**src/rtl/display_scan_ctrl.sv**
```systemverilog
// display_scan_ctrl: 4-digit 7-seg scan sequencer with frame-aligned shadow commit (optional blink via DISP_BLINK_EN)
//   clk, rst             : clock, synchronous active-high reset
//   en                   : 1 = prescaler/scan run, 0 = frozen
//   upd_valid/upd_ready  : handshake for new contents (upd_hexs, upd_points, upd_les)
//   scan                 : digit select; hexs/points/LEs: committed contents
//   frame_done           : one-cycle pulse when scan wraps 3->0
//   blink_mask           : per-digit blink enable, only when DISP_BLINK_EN is defined
module display_scan_ctrl #(
  parameter int SCAN_DIV = 100000,
  parameter int DIV_W = 17,
  parameter int BLINK_FRAMES = 64
) (
  input  logic        clk,
  input  logic        rst,
  input  logic        en,
  input  logic        upd_valid,
  output logic        upd_ready,
  input  logic [15:0] upd_hexs,
  input  logic [3:0]  upd_points,
  input  logic [3:0]  upd_les,
  output logic [1:0]  scan,
  output logic [15:0] hexs,
  output logic [3:0]  points,
  output logic [3:0]  LEs,
  output logic        frame_done
`ifdef DISP_BLINK_EN
  ,input logic [3:0]  blink_mask
`endif
);
  logic [DIV_W-1:0] div;
  logic pending;
  logic [15:0] sh_hexs;
  logic [3:0] sh_points, sh_les, les_q;
  logic slot_tick, frame_tick, take, commit;
  assign upd_ready = ~pending;
  assign slot_tick = en && div == DIV_W'(SCAN_DIV - 1);
  assign frame_tick = slot_tick && scan == 2'd3;
  assign take = upd_valid && !pending;
  // take and commit are mutually exclusive: commit needs pending, take needs ~pending
  assign commit = frame_tick && pending;
  always_ff @(posedge clk) begin
    if (rst) begin
      div <= '0;
      scan <= 2'd0;
      frame_done <= 1'b0;
      pending <= 1'b0;
      sh_hexs <= 16'h0;
      sh_points <= 4'h0;
      sh_les <= 4'h0;
      hexs <= 16'h0;
      points <= 4'h0;
      les_q <= 4'h0;
    end else begin
      if (en) div <= slot_tick ? '0 : div + DIV_W'(1);
      if (slot_tick) scan <= scan + 2'd1;
      frame_done <= frame_tick;
      if (take) begin
        sh_hexs <= upd_hexs;
        sh_points <= upd_points;
        sh_les <= upd_les;
        pending <= 1'b1;
      end
      if (commit) begin
        hexs <= sh_hexs;
        points <= sh_points;
        les_q <= sh_les;
        pending <= 1'b0;
      end
    end
  end
`ifdef DISP_BLINK_EN
  localparam int BW = BLINK_FRAMES > 1 ? $clog2(BLINK_FRAMES) : 1;
  logic [BW-1:0] blink_cnt;
  logic phase, cnt_wrap, phase_n;
  logic [3:0] les_n;
  assign cnt_wrap = frame_done && blink_cnt == BW'(BLINK_FRAMES - 1);
  assign phase_n = phase ^ cnt_wrap;
  assign les_n = commit ? sh_les : les_q;
  // forcing is folded into the LEs register so blink_mask never reaches LEs combinationally
  always_ff @(posedge clk) begin
    if (rst) begin
      blink_cnt <= '0;
      phase <= 1'b0;
      LEs <= 4'h0;
    end else begin
      if (frame_done) blink_cnt <= cnt_wrap ? '0 : blink_cnt + BW'(1);
      phase <= phase_n;
      LEs <= les_n | (phase_n ? blink_mask : 4'h0);
    end
  end
`else
  assign LEs = les_q;
`endif
endmodule

```
**config.mk**
```make
export PLATFORM = sky130hd
export DESIGN_NAME = display_scan_ctrl
export DESIGN_NICKNAME = d
export VERILOG_FILES = /design/src/rtl/display_scan_ctrl.sv
export SDC_FILE = /design/constraint.sdc
export NUM_CORES = 1
export LEC_CHECK = 0
export ABC_AREA = 1
export CAP_MARGIN = 20
export CORE_MARGIN = 10
export CORE_UTILIZATION = 25
export DETAILED_ROUTE_END_ITERATION = 10
export GPL_ROUTABILITY_DRIVEN = 0
export GPL_TIMING_DRIVEN = 0
export PLACE_DENSITY = 0.41
export SETUP_SLACK_MARGIN = 0.5
export SLEW_MARGIN = 25
export SYNTH_ARGS = -nofsm -noshare
export SYNTH_HDL_FRONTEND = slang
export SYNTH_SLANG_ARGS = --single-unit
export TNS_END_PERCENT = 5
```
**constraint.sdc**
```tcl
create_clock -name clk -period 1.7 [get_ports clk]
set_input_delay 0.255 -clock clk [delete_from_list [all_inputs] [get_ports clk]]
set_output_delay 0.255 -clock clk [all_outputs]
set_load 0.05 [all_outputs]
```
# ---- After elaboration in Yosys (flattened, before gate mapping)
# Index checks and enable logic that the tools add are counted.
dict set report op_classes {
  addsub 2
  eq_ne 2
  n_mux 1
  n_bitwise 1
  n_reduce_logical 6
}
# op count
set ops {}
lappend ops {{adder 17 x 1 -> 17 bit, second input constant} 1}
lappend ops {{== test 17 bit, second input constant} 1}
lappend ops {{two-way mux 17 bit} 1}
lappend ops {{logical AND 1 bit} 4}
lappend ops {{adder 2 x 1 -> 2 bit, second input constant} 1}
lappend ops {{== test 2 bit, second input constant} 1}
lappend ops {{OR reduction 2 bit} 1}
lappend ops {{logical NOT 1 bit} 1}
lappend ops {{inverter 1 bit} 1}
dict set report word_totals {
  reg_bits 69
  inputBits 28
  out_inout_bits 28
  wordCells 22
}

# ---- Logic depth before layout (Yosys ltp)
dict set report logic_depth {
  depth_word 5
  depth_mapped 9
  mapped_depth_nobuf 9
}

# ---- Worst setup path before layout
# No wires, ideal clock.
dict set report synth_timing {
  path_type {flip-flop to flip-flop}
  from {reg scan[0]}
  to {reg hexs[12]}
  setup_ns 0.111
  t_arrival_ns 1.451
  required_ns 1.589
  slack_ns 0.138
  path_stages_with_launch 6
  path_buffers 1
  period_less_slack_ns 1.562
  path_cell_list {dfxtp_1 ha_1 nand4_4 buf_6 nor2_4 nor2_2}
}
dict set report synth_via {
  elab_chain_cells 3
}
# item line_no
set synth_rtl {}
lappend synth_rtl {{from (decl)} 21} ;# output logic [1:0] scan,
lappend synth_rtl {{from (signal assigned)} 55} ;# if (slot_tick) scan <= scan + 2'd1;
lappend synth_rtl {{== test 2 bit} 37} ;# assign frame_tick = slot_tick && scan == 2'd3;
lappend synth_rtl {{logical AND 1 bit} 37}
lappend synth_rtl {{logical AND 1 bit} 40} ;# assign commit = frame_tick && pending;
lappend synth_rtl {{to (signal assigned)} 64} ;# hexs <= sh_hexs;
lappend synth_rtl {{to (decl)} 22} ;# output logic [15:0] hexs,
# Every way passes these cells.
# A chain may end at the register's enable or synchronous reset.

# ---- Final worst setup path
dict set report layout_timing {
  from {reg div[1]}
  to {reg hexs[7]}
}
dict set report layout_via {
  elab_chain_cells 4
}
# item line_no
set layout_rtl {}
lappend layout_rtl {{from (decl)} 30} ;# logic [DIV_W-1:0] div;
lappend layout_rtl {{from (signal assigned)} 54} ;# if (en) div <= slot_tick ? '0 : div + DIV_W'(1);
lappend layout_rtl {{== test 17 bit} 36} ;# assign slot_tick = en && div == DIV_W'(SCAN_DIV - 1);
lappend layout_rtl {{logical AND 1 bit} 36}
lappend layout_rtl {{logical AND 1 bit} 37}
lappend layout_rtl {{logical AND 1 bit} 40}
# Every way passes these cells.

==> impl_results.md <==
* CTS H-tree depth at 3
* Mapped Cells at around 420
* CP delay by family, top: simple AND/OR/NAND/NOR gates
* Port Buffers at 54
* DIE AREA at between 0.015 and 0.02 mm^2
* Slew headroom at between 60% and 70%
* Hold Fails Final Rpt at 0
* Static Leak at about 0.0020 uW
* Starting Density at around a quarter
* Root Buffer: clkbuf_16
* Num rows at 39
* Vias in the first global route at 2660
* Tcrit/Tclk final at between 80 and 90%
* Critical Path Stages at 9
* Peak Freq at 673 MHz
* Max-capacitance violation count at 0
* Fillers at about 1.2k
* Syn Area/Cell at a little over 7 um^2
* Clock latency on the worst-skew pair at ~0.34 ns
* Worst r2r src: div[1]$_SDFFE_PP0P_
* Synth top area cells: dfxtp_1 46%, nor2_1 14%, nand2_1 11%
* Mapped Nets at 451
* Die height at 130 um
* Worst Setup SP: div[1]$_SDFFE_PP0P_
* Area grow syn2layout at 39.8%
* DR DRC count at 0
* Worst Setup EP: hexs[7]$_SDFFE_PP0P_
* CP max FO at 7
* Initial antenna violation count at 0
* Count of cell types in the netlist at 25
* Power, Total at approximately 3600 uW
* Synth warn at 0
* Layout cell share with drive strength beyond 1 at slightly below 20%
* Slowest CP cell: dfxtp_2
* Fin crit period at between 1 and 1.5 ns
* CP Data Required Time at just under 2 ns
* Max stage delay on crit path at roughly 0.36 ns
* Clock share of power at a little under half
* Width of the die at between 100 and 150 um
* Switching share of power at 24.3%
* Flop pwr share at between 40 and 50%
* Clock skew at 0.00620 ns
* Synth top area share at 46.0%
* Final Slew Violations at 0
* Via count at 2612
* Pint at roughly 2800 uW
* Nets at ~520
* # IOs at 56
* Setup crit start kind: flip-flop
* Worst slew pin tran at approximately 0.53 ns
* Ant diodes at 0
* Part of the power in combinational logic at 6.1%
* Register area at 0.00141 mm^2
* Sw Pwr at about 890 uW
* Worst VDD drop at between 0.3 and 0.4 mV
* Post-route ant nets at 0
* Initial DRC Count at roughly 160
* # clock sinks at a little under 70
* Power Density at 868 mW/mm^2
* Core area at between 0.01 and 0.015 mm^2
* Post-synthesis cell area at ~0.0030 mm^2
* Final wirelength at 8160 um
* Gr ovfl total at 0
* Post-synth top area cell: dfxtp_1
* Largest net degree at the start of global routing at 13
* First-pass GRT wire length at 13400 um
* RR Endpoint: hexs[7]$_SDFFE_PP0P_
* Finish-stage setup viols at 0
* CTS tree: done
* Reg2reg setup slack at 0.21 ns
* Min-delay worst type: input port to flip-flop
* WS Path Type: flip-flop to flip-flop
* Critical path buffers and inverters at 2
* Worst Reg-to-Reg Cells at 9
* Most used cell, CP: nand2_1
* CTS clk-pin slew, worst paths at ~0.06 ns
* Seq cells post-synth at between 60 and 70
* Status: completed
* Post-CTS Hold Buffers at 0
* Setup TNS at 0 ns
* Post-DR wirelength/cell at approximately 13 um
* CP cell instances: ha_4, nand3_4, nor2_4, nand4_4, buf_12, clkbuf_16, nand2_1, nand2_1, nor2_1
* Pre-antenna DRT Iters at 4
* RSZ-0062 raised after global routing: yes
* Fin util at around 36%
* Critical Path Sink Type: flip-flop
* GRT Total Usage at between 10% and 20%
* Num CTS Buffers at 9
* Detail-routed via count per cell at between 4 and 5
* Sequential fraction of the synthesis area at a little under half
* CP Data Arrival Time at roughly 1.8 ns
* Area of the multi-input gates at 0.00143 mm^2
* DP HPWL at approximately 5800 um
* Maximum clock path buffer count at 2
-- worst min-delay path by stage --
| stage | to | startpoint | cells after the start |
|---|---|---|---|
| 2_1_floorplan | sh_hexs[0]$_SDFFE_PP0P_ | upd_hexs[0] | 2 |
| 3_3_place_gp | points[3]$_SDFFE_PP0P_ | sh_points[3]$_SDFFE_PP0P_ | 2 |
| 4_1_cts | div[12]$_SDFFE_PP0P_ | rst | 2 |
| 6_report | scan[0]$_SDFFE_PP0N_ | rst | 2 |
| 3_5_place_dp | points[0]$_SDFFE_PP0P_ | sh_points[0]$_SDFFE_PP0P_ | 2 |
| 5_1_grt | div[6]$_SDFFE_PP0P_ | rst | 2 |
-- kinds of logic after synthesis --
logic type      share of synthesized area (%)
simple gates                             36.2
fa+ha+maj                               0.834
buf+inv                                  9.05
xor+xnor                                 2.63
flops                                    46.0
compound gates                           5.25
-- cell usage after synthesis --
master    instances
nor2_1          113
xnor2_1           2
nand3_1          12
o21ai_0          28
buf_2             4
nand2_1          84
dfxtp_1          69
nor2_2           22
nor3_1            3
nor3_2            2
clkbuf_1          6
nor2_4            3
ha_1              2
xor2_1            7
o211ai_1          1
clkinv_1          1
inv_2             4
nand2_2           1
buf_6             4
nand4_4           2
inv_1            44
or2_2             1
nor3b_1           1
a21oi_1           2
nand4_1           3
-- cell usage in the layout, fill, tap and decap left out, types with 2 or more instances in the layout --
cell,count
clkbuf_2,2
nand2_2,2
nor2_1,110
o21ai_0,28
buf_2,4
dlygate4sd2_1,16
nor2_4,4
dfxtp_4,3
nand2_4,2
xnor2_1,2
nor2_2,24
ha_4,2
clkdlybuf4s15_1,9
clkbuf_16,11
clkinv_4,2
clkinv_2,3
nand2_1,81
dfxtp_1,56
nor3_1,3
clkbuf_1,5
inv_1,42
nand4_1,3
nand4_4,2
clkdlybuf4s50_1,25
dfxtp_2,10
buf_8,4
buf_4,4
buf_6,3
a21oi_1,2
inv_2,6
nand3_1,10
xor2_1,7
-- routing by layer --
metal	share of wire, %	GRT usage (%)
met1	47	12.5
met2	44	15.5
met3	6.7	3.18
met4	2.0	5.82
met5	0	0
-- area by class of cell --
cell class	count	share of cell area [%]
flip-flops and latches	69	33.5
plain buffers	14	2.51
clock inverters	6	0.954
repair buffers	61	14.9
multi-input cells	289	34.0
clock buffers	10	5.46
well taps	143	4.26
inverters	49	4.38
-- stage by stage --
stage	hold WS, ns	area (um^2)	cells	worst slack, ns
after floorplan	0.390	3060	421	0.457
after global placement	0.468	3780	618	-0.374
after detailed placement	0.474	3780	618	-0.363
after CTS	0.282	4040	635	0.225
after global routing	0.319	4200	641	0.116
final	0.278	4200	641	0.215
-- power by group through the flow --
stage	clock, uW	combinational, uW	sequential (uW)
global route	1850	258	1710
CTS	1780	224	1710
detailed placement	0	222	1740
floorplan	0	113	1740
finish	1710	223	1710
global placement	0	220	1740
-- worst reg2reg max path, cell delays in order (launching register included) --
cell and delay, ns:
dfxtp_2 0.36, ha_4 0.17, nand3_4 0.11, nor2_4 0.18, nand4_4 0.11, buf_12 0.17
clkbuf_16 0.16, nand2_1 0.05, nand2_1 0.04, nor2_1 0.08
-- sequential cells by signal (all words and copies together) (netlist names) --
signal      flops
points          4
hexs           16
div            17
pending         1
LEs             4
frame_done      1
sh_hexs        16
sh_points       4
scan            2
sh_les          4
-- repair_timing --
item	in CTS	in global routing
setup buffers	1	4
endpoints found under the setup margin	96	93
gates resized for setup	59	21
gates cloned	0	2
pin swaps	0	6
(Power assumes the default switching activity.)
